**src/rtl/serial_subtractor_if.sv**
```systemverilog
// Operand/result bus for the bit-serial subtractor.
// The ovf signal exists only when SERIAL_SUB_OVF_EN is defined.
interface serial_subtractor_if #(
    parameter int unsigned WIDTH = 8
);
    logic             start;
    logic [WIDTH-1:0] A;
    logic [WIDTH-1:0] B;
    logic             Bin;
    logic             busy;
    logic             done;
    logic [WIDTH-1:0] Diff;
    logic             Bout;
`ifdef SERIAL_SUB_OVF_EN
    logic             ovf;
`endif

    modport master (
        output start, A, B, Bin,
        input  busy, done, Diff, Bout
`ifdef SERIAL_SUB_OVF_EN
        , input ovf
`endif
    );

    modport slave (
        input  start, A, B, Bin,
        output busy, done, Diff, Bout
`ifdef SERIAL_SUB_OVF_EN
        , output ovf
`endif
    );
endinterface

```
**src/rtl/serial_subtractor.sv**
```systemverilog
// Bit-serial A - B - Bin, LSB first, one full-subtractor cell, start/done handshake.
// Optional signed-overflow output enabled by defining SERIAL_SUB_OVF_EN.
module serial_subtractor #(
    parameter int unsigned WIDTH = 8
) (
    input  logic                clk,
    input  logic                rst,
    serial_subtractor_if.slave  bus
);
    localparam int unsigned CNT_W = (WIDTH > 2) ? $clog2(WIDTH) : 1;

    localparam logic [1:0] S_IDLE = 2'd0;
    localparam logic [1:0] S_RUN  = 2'd1;
    localparam logic [1:0] S_DONE = 2'd2;

    logic [1:0]       r_state,  w_state_nxt;
    logic [WIDTH-1:0] r_a,      w_a_nxt;
    logic [WIDTH-1:0] r_b,      w_b_nxt;
    logic             r_br,     w_br_nxt;
    logic [WIDTH-1:0] r_work,   w_work_nxt;
    logic [CNT_W-1:0] r_cnt,    w_cnt_nxt;
    logic             r_busy,   w_busy_nxt;
    logic             r_done,   w_done_nxt;
    logic [WIDTH-1:0] r_diff,   w_diff_nxt;
    logic             r_bout,   w_bout_nxt;
`ifdef SERIAL_SUB_OVF_EN
    logic             r_msb_br, w_msb_br_nxt;
    logic             r_ovf,    w_ovf_nxt;
`endif

    logic w_d;
    logic w_br_cell;
    logic w_last;

    // Full-subtractor cell on the current LSBs
    assign w_d       = r_a[0] ^ r_b[0] ^ r_br;
    assign w_br_cell = (~r_a[0] & r_b[0]) | (~(r_a[0] ^ r_b[0]) & r_br);
    assign w_last    = (r_cnt == CNT_W'(WIDTH - 1));

    always_comb begin
        w_state_nxt = r_state;
        w_a_nxt     = r_a;
        w_b_nxt     = r_b;
        w_br_nxt    = r_br;
        w_work_nxt  = r_work;
        w_cnt_nxt   = r_cnt;
        w_done_nxt  = 1'b0;
        w_diff_nxt  = r_diff;
        w_bout_nxt  = r_bout;
`ifdef SERIAL_SUB_OVF_EN
        w_msb_br_nxt = r_msb_br;
        w_ovf_nxt    = r_ovf;
`endif
        case (r_state)
            S_IDLE: begin
                if (bus.start) begin
                    w_a_nxt     = bus.A;
                    w_b_nxt     = bus.B;
                    w_br_nxt    = bus.Bin;
                    w_work_nxt  = '0;
                    w_cnt_nxt   = '0;
                    w_state_nxt = S_RUN;
                end
            end
            S_RUN: begin
                w_work_nxt = {w_d, r_work[WIDTH-1:1]};
                w_a_nxt    = r_a >> 1;
                w_b_nxt    = r_b >> 1;
                w_br_nxt   = w_br_cell;
                w_cnt_nxt  = r_cnt + CNT_W'(1);
`ifdef SERIAL_SUB_OVF_EN
                if (w_last) begin
                    w_msb_br_nxt = r_br;
                end
`endif
                if (w_last) begin
                    w_state_nxt = S_DONE;
                end
            end
            S_DONE: begin
                w_diff_nxt  = r_work;
                w_bout_nxt  = r_br;
`ifdef SERIAL_SUB_OVF_EN
                w_ovf_nxt   = r_msb_br ^ r_br;
`endif
                w_done_nxt  = 1'b1;
                w_state_nxt = S_IDLE;
            end
            default: begin
                w_state_nxt = S_IDLE;
            end
        endcase
        // busy stays up through the cycle in which done is presented
        w_busy_nxt = (w_state_nxt != S_IDLE) || (r_state == S_DONE);
    end

    always_ff @(posedge clk) begin
        if (rst) begin
            r_state  <= S_IDLE;
            r_a      <= '0;
            r_b      <= '0;
            r_br     <= 1'b0;
            r_work   <= '0;
            r_cnt    <= '0;
            r_busy   <= 1'b0;
            r_done   <= 1'b0;
            r_diff   <= '0;
            r_bout   <= 1'b0;
`ifdef SERIAL_SUB_OVF_EN
            r_msb_br <= 1'b0;
            r_ovf    <= 1'b0;
`endif
        end else begin
            r_state  <= w_state_nxt;
            r_a      <= w_a_nxt;
            r_b      <= w_b_nxt;
            r_br     <= w_br_nxt;
            r_work   <= w_work_nxt;
            r_cnt    <= w_cnt_nxt;
            r_busy   <= w_busy_nxt;
            r_done   <= w_done_nxt;
            r_diff   <= w_diff_nxt;
            r_bout   <= w_bout_nxt;
`ifdef SERIAL_SUB_OVF_EN
            r_msb_br <= w_msb_br_nxt;
            r_ovf    <= w_ovf_nxt;
`endif
        end
    end

    assign bus.busy = r_busy;
    assign bus.done = r_done;
    assign bus.Diff = r_diff;
    assign bus.Bout = r_bout;
`ifdef SERIAL_SUB_OVF_EN
    assign bus.ovf  = r_ovf;
`endif

endmodule
```
**src/flat_wrapper.sv**
```systemverilog
// flat-port wrapper written by rule: the top's interface ports become plain ports
module serial_subtractor_flat 
#(
    parameter int unsigned WIDTH = 8
)
  (clk, rst, bus_start, bus_A, bus_B, bus_Bin, bus_busy, bus_done, bus_Diff, bus_Bout);
  serial_subtractor_if #(.WIDTH(WIDTH)) bus_i ();
  input  logic clk;
  input  logic rst;
  input wire logic [$bits(bus_i.start)-1:0] bus_start;
  input wire logic [$bits(bus_i.A)-1:0] bus_A;
  input wire logic [$bits(bus_i.B)-1:0] bus_B;
  input wire logic [$bits(bus_i.Bin)-1:0] bus_Bin;
  output wire logic [$bits(bus_i.busy)-1:0] bus_busy;
  output wire logic [$bits(bus_i.done)-1:0] bus_done;
  output wire logic [$bits(bus_i.Diff)-1:0] bus_Diff;
  output wire logic [$bits(bus_i.Bout)-1:0] bus_Bout;
  assign bus_i.start = bus_start;
  assign bus_i.A = bus_A;
  assign bus_i.B = bus_B;
  assign bus_i.Bin = bus_Bin;
  assign bus_busy = bus_i.busy;
  assign bus_done = bus_i.done;
  assign bus_Diff = bus_i.Diff;
  assign bus_Bout = bus_i.Bout;
  serial_subtractor #(.WIDTH(WIDTH)) u_core (.clk(clk), .rst(rst), .bus(bus_i));
endmodule
```
**config.mk**
```make
export PLATFORM = sky130hd
export DESIGN_NAME = serial_subtractor_flat
export DESIGN_NICKNAME = d
export VERILOG_FILES = /design/src/rtl/serial_subtractor_if.sv /design/src/rtl/serial_subtractor.sv /design/src/flat_wrapper.sv
export SDC_FILE = /design/constraint.sdc
export NUM_CORES = 1
export LEC_CHECK = 0
export CORE_MARGIN = 3
export CORE_UTILIZATION = 46
export CTS_CLUSTER_SIZE = 16
export DETAILED_ROUTE_END_ITERATION = 10
export PLACE_DENSITY = 0.74
export SYNTH_ARGS = -nofsm -noshare
export SYNTH_HDL_FRONTEND = slang
export SYNTH_SLANG_ARGS = --single-unit
```
**constraint.sdc**
```tcl
create_clock -name clk -period 1.4 [get_ports clk]
set_input_delay 0.21 -clock clk [delete_from_list [all_inputs] [get_ports clk]]
set_output_delay 0.21 -clock clk [all_outputs]
set_load 0.01 [all_outputs]
```
==> impl_metrics.tcl, run 1 <==
set metrics [dict create \
    synthTopCellsByArea "dfxtp_1, a211oi_2, mux2i_1, a22o_1, nand2_1" \
    cts_inserted_buffers 5 \
    clockBufferDepth 2 \
    vdd_drop_max_uv 845 \
    critPathCaptureType "primary output" \
    die_h_um 66.7 \
    netlist_instances 159 \
    port_buffers 30 \
    hp-start "u_core.bus.Diff[5]$_SDFFE_PP0P_" \
    drt-initial-drc-count 91 \
    layout_min_cycle_time_ps 1360 \
    post-dp-hpwl_um 2260 \
    startpoint "u_core.bus.Diff[7]$_SDFFE_PP0P_" \
    leakage_nw 0.957 \
    critical_path_required_ps 1190 \
    worstPathArrival_ps 1150 \
    totalWireLength_um 3110 \
    finalSetupViolCount 0 \
    synth_top_area_share 0.484 \
    clk_pin_slew_worst_paths_ps 70 \
    overflow 0 \
    worst_pin_slew_ps 453 \
    cts_tree "done" \
    reg2reg_from "u_core.r_br$_SDFFE_PP0P_" \
    final_area_sq_um 2180 \
    hold_slack_ps 455 \
    wl_per_cell_um 12.9 \
    fin_skew_ps 5.61 \
    synth_common_cells "dfxtp_1, nand2_1, nor2_1" \
    critPathMaxStageDelay_ps 530 \
    n_antenna_cell 0 \
    rsz0062_at_grt "false" \
    syn_nets 182 \
    crit_path_start_kind "register" \
    hold_path_class "reg2reg" \
    area_growth_pct 28.2 \
    detail_route.vias_per_cell 5.00 \
    grt_pass1_vias 1182 \
    synth_top_area_cell "dfxtp_1" \
    cts_sinks 41 \
    cap_violations 0 \
    postLayoutCoreUtil 0.632 \
    max_freq_mhz 736 \
    ys.flop_type "dfxtp_1" \
    nets 217 \
    period_share 0.971 \
    dpl_cell_area_sq_um 2060 \
    coreArea_sq_um 3440 \
    die-area_sq_um 4450 \
    hold_violations 0 \
    rows 21 \
    grt_max_degree 17 \
    power_density_nw_per_um2 1050 \
    hold_buffers 0 \
    status "completed" \
    ios 31 \
    synth_edf_count 0 \
    top_usage_layer "met2" \
    cp_top_family "buffers and inverters" \
    gp_congestion 0.721 \
    fp.dieW_um 66.7 \
    synth.distinct_cells 25 \
    track_usage 0.158 \
    grt_pass1_wl_um 5190 \
    worstPathCellList "clkdlybuf4s50_1" \
    p_total_mw 2.28 \
    gr-usage-met3 0.0624 \
    use_met1 0.195 \
    syn_avg_cell_area_sq_um 10.7 \
    crit_slowest_cell "clkdlybuf4s50_1" \
    use_met2 0.238 \
    ctsRootBufferMaster "clkbuf_8" \
    syn-cell-area_sq_um 1700 \
    synth-seq-cells 41 \
    fin_tns_setup_ps 0 \
    antenna_found_initial 0 \
    path_class "reg2out" \
    clkLatencyLatePin_ps 290 \
    ant_nets 0 \
    slew_headroom 0.698 \
    route.detailed.drc 0 \
    vias 1204 \
    cts_max_level 2 \
    yosysMostFrequentCell "dfxtp_1" \
    path_buf_inv 1 \
    layout-drive-gt1-share 0.190 \
    initial_core_util 0.493 \
    crit_fanout 2 \
    yosysWarnings 0 \
    synthArstFlopShare 0 \
    drt_pass1_iterations 4 \
    post_cts_buffers 0 \
    final-max-slew-violation-count 0 \
    ys_seq_area_frac 0.484 \
]
==> cell usage in the layout, fill, tap and decap left out <==
master           Yosys  final
nand2b_1             1      1
o21ba_4              1      1
a22o_1              10     10
buf_4                4      8
a21oi_1             10     10
nand2_1             18     18
clkbuf_1             0      1
nor2_4               0      1
nor3_1               1      1
a22oi_1              2      2
fa_1                 1      1
nor2b_1              1      1
nor2_1              18     18
clkinv_2             0      2
clkdlybuf4s50_1      0     23
mux2_2               1      1
dlymetal6s2s_1       0      7
mux2i_1             16     16
dfxtp_1             41     41
clkbuf_8             0      5
buf_12               1      2
a211oi_2            15     15
o21bai_1             1      1
nor3b_2              2      1
and2_1               1      1
nor3b_4              0      1
inv_1                4      4
ha_1                 2      2
==> routing by layer <==
layer | part of all wire | wire [um]
met5 | 0 | 0
met4 | 0.0090 | 28
met3 | 0.051 | 159
met2 | 0.47 | 1460
met1 | 0.47 | 1470
==> power by group <==
group,switching (mW),internal [mW]
registers,0.0317,1.22
clock network,0.375,0.345
logic,0.141,0.169
total,0.548,1.73
==> area by class of cell <==
| class | instances | area, sq um |
|---|---|---|
| clock inverters | 2 | 10.0 |
| flip-flops and latches | 41 | 821 |
| multi-input cells | 102 | 782 |
| inverters | 4 | 15.0 |
| well taps | 46 | 57.6 |
| clock buffers | 6 | 72.6 |
| repair buffers | 40 | 418 |
| fillers | 278 | 1270 |
==> metrics by stage <==
| step | setup WS [ps] | instances |
|---|---|---|
| 2_1_floorplan | 236 | 159 |
| 3_3_place_gp | -158 | 233 |
| 3_5_place_dp | -206 | 233 |
| 4_1_cts | 6.28 | 241 |
| 5_1_grt | 1.77 | 241 |
| 6_report | 40.6 | 241 |
==> state kept, by name (all words and copies together), names as in the netlist, 2 cells and up <==
signal           count
u_core.bus.Diff      8
u_core.r_cnt         3
u_core.r_state       2
u_core.r_b           8
u_core.r_work        8
u_core.r_a           8
==> logic make-up (layout without fill, tap and decap cells) <==
| group | Yosys count | after routing | share of synthesized area |
|---|---|---|---|
| mux | 17 | 17 | 0.101 |
| buf+inv | 16 | 52 | 0.0619 |
| compound gates | 39 | 39 | 0.215 |
| simple gates | 43 | 43 | 0.112 |
| fa+ha+maj | 3 | 3 | 0.0265 |
| flops | 41 | 41 | 0.484 |
==> worst min-delay path: stages (launching register included) <==
cell	delay [ps]
dfxtp_1	310
nand2_1	50
a21oi_1	50
==> path summary, 6_finish.rpt <==
path | endpoint | slack (ps) | depth (start not counted)
min reg2reg | u_core.bus.Diff[5]$_SDFFE_PP0P_ | 460 | 2
max | bus_Diff[7] | 40 | 1
max reg2reg | u_core.r_br$_SDFFE_PP0P_ | 110 | 5
min | u_core.bus.Diff[5]$_SDFFE_PP0P_ | 460 | 2
==> timing repair <==
item,4_1_cts,5_1_grt
hold endpoints to repair,0,0
endpoints found under the setup margin,0,19
resized for setup,0,9
(Power assumes the default switching activity.)
==> run 2, diff against run 1 <==
ABC_AREA = 1   (was default)
PLACE_DENSITY = 0.73   (was 0.74)
==> impl_metrics.tcl, run 2 <==
set metrics [dict create \
    status "completed" \
    detail_route.vias_per_cell 4.65 \
    fp.dieW_um 67.8 \
    synth_top_area_cell "dfxtp_1" \
    ios 31 \
    final_common_cell "nand2_1" \
    synth_common_cells "nand2_1, nor2_1, dfxtp_1" \
    final-max-slew-violation-count 0 \
    drt_pass1_iterations 4 \
    nets 320 \
    synth_edf_count 0 \
    totalWireLength_um 3540 \
    vias 1601 \
    synth.distinct_cells 17 \
    fill_cells 329 \
    period_share 0.973 \
    synth_top_area_share 0.468 \
    yosysMostFrequentCell "nand2_1" \
    post_cts_buffers 0 \
    ys_seq_area_frac 0.468 \
    yosys.area_share.xor_xnor 0 \
    critPathCaptureType "primary output" \
    max_freq_mhz 734 \
    die-area_sq_um 4590 \
    initial_core_util 0.502 \
    grt_pass1_vias 1548 \
    cts_max_level 2 \
    rsz0062_at_grt "false" \
    ctsRootBufferMaster "clkbuf_8" \
    synth-adder-area-share 0.0257 \
    synth_compound_area_frac 0.0684 \
    cts_inserted_buffers 5 \
    netlist_instances 265 \
    synth-seq-cells 41 \
    crit_fanout 2 \
    synthSimpleGateAreaFrac 0.344 \
    finalSetupViolCount 0 \
    ys.flop_type "dfxtp_1" \
    path_buf_inv 1 \
    synthTopCellsByArea "dfxtp_1, nand2_1, nor2_1, inv_1, a21oi_1" \
    wl_per_cell_um 10.3 \
    power_density_nw_per_um2 1110 \
    area_growth_pct 30.1 \
    grt_max_degree 30 \
    synth.area.mux_share 0 \
    vdd_drop_max_uv 828 \
    fin_skew_ps 4.30 \
    slew_headroom 0.781 \
    hold_buffers 0 \
    synthArstFlopShare 0 \
    cts_tree "done" \
    hold_slack_ps 453 \
    syn_avg_cell_area_sq_um 6.62 \
    syn-cell-area_sq_um 1760 \
    path_class "reg2out" \
    die_h_um 67.8 \
    hold_violations 0 \
    crit_slowest_cell "clkdlybuf4s50_1" \
    crit_path_start_kind "register" \
    hold_path_class "reg2reg" \
    coreArea_sq_um 3490 \
    fin_tns_setup_ps 0 \
    overflow 0 \
    critical_path_required_ps 1190 \
    drt-initial-drc-count 100 \
    track_usage 0.189 \
    gp_congestion 0.792 \
    cts_sinks 41 \
    port_buffers 30 \
    worstPathArrival_ps 1150 \
    route.detailed.drc 0 \
    critPathMaxStageDelay_ps 530 \
    cp_top_family "buffers and inverters" \
    leakage_nw 1.19 \
    cts_resized 0 \
    yosysWarnings 0 \
    final_cell_mix "nand2_1, nor2_1, dfxtp_1" \
    worstPathCellList "clkdlybuf4s50_1" \
    clkLatencyLatePin_ps 290 \
    sequential_cell_area_sq_um 821 \
    synth_top_family_by_area "simple AND/OR/NAND/NOR gates" \
    worst_pin_slew_ps 328 \
    layout_min_cycle_time_ps 1360 \
    clockBufferDepth 2 \
    layout-drive-gt1-share 0.0638 \
    clk_pin_slew_worst_paths_ps 80 \
    cap_violations 0 \
    multi_input_area_sq_um 772 \
    antenna_found_initial 0 \
    rows 21 \
    ant_nets 0 \
    post-dp-hpwl_um 2460 \
    grt_pass1_wl_um 6540 \
    syn_nets 288 \
    n_antenna_cell 0 \
]
-- run 2: cell families (layout without fill, tap and decap cells) --
| logic type | Yosys count | count (layout) |
|---|---|---|
| and+or+nand+nor | 158 | 158 |
| buffers and inverters | 39 | 72 |
| DFF | 41 | 41 |
| AOI/OAI and AO/OA | 24 | 24 |
| adders and majority gates | 3 | 3 |
-- run 2: stage by stage --
stage          power (mW)  worst slack (ps)  instance area (sq um)  cells  utilization
2_1_floorplan        1.46               282                   1760    265            -
3_3_place_gp         1.58              41.7                   2150    336        0.614
3_5_place_dp         1.59              17.2                   2150    336        0.614
4_1_cts              2.57              14.3                   2270    344        0.648
5_1_grt              2.66             0.481                   2280    344        0.653
6_report             2.53              37.6                   2280    344        0.653
-- run 2: final timing paths --
check	from	slack [ps]	endpoint	depth (start not counted)
worst max-delay path	u_core.bus.Diff[3]$_SDFFE_PP0P_	40	bus_Diff[3]	1
worst min-delay path	u_core.r_state[1]$_SDFF_PP0_	450	u_core.r_state[1]$_SDFF_PP0_	1
worst max register to register	u_core.r_state[1]$_SDFF_PP0_	170	u_core.r_b[0]$_SDFFE_PP0P_	7
worst min register to register	u_core.r_state[1]$_SDFF_PP0_	450	u_core.r_state[1]$_SDFF_PP0_	1
-- run 2: report_power, final --
| group | leakage (nW) | switching, mW | internal (mW) |
|---|---|---|---|
| sequential | 0.335 | 0.0206 | 1.22 |
| combinational | 0.799 | 0.170 | 0.150 |
| clock | 0.0574 | 0.398 | 0.579 |
| total | 1.19 | 0.588 | 1.95 |
-- run 2: metal layers --
layer	vias up	wire length [um]	GRT usage
li1	855	-	-
met1	718	1700	0.229
met2	23	1620	0.318
met3	5	151	0.0483
met4	0	61	0.0744
met5	-	0	0
-- run 2: cell type report --
cell class              instances  share of cell area
repair buffers                 38               0.182
multi-input cells             185               0.338
clock inverters                 2              0.0164
clock buffers                   6              0.0362
flip-flops and latches         41               0.359
well taps                      46              0.0252
inverters                      26              0.0427
==> run 3, diff against run 2 <==
CTS_CLUSTER_DIAMETER = 100   (was default)
==> results of run 3 <==
Final layout, timing and power as in run 2 (identical DEF).
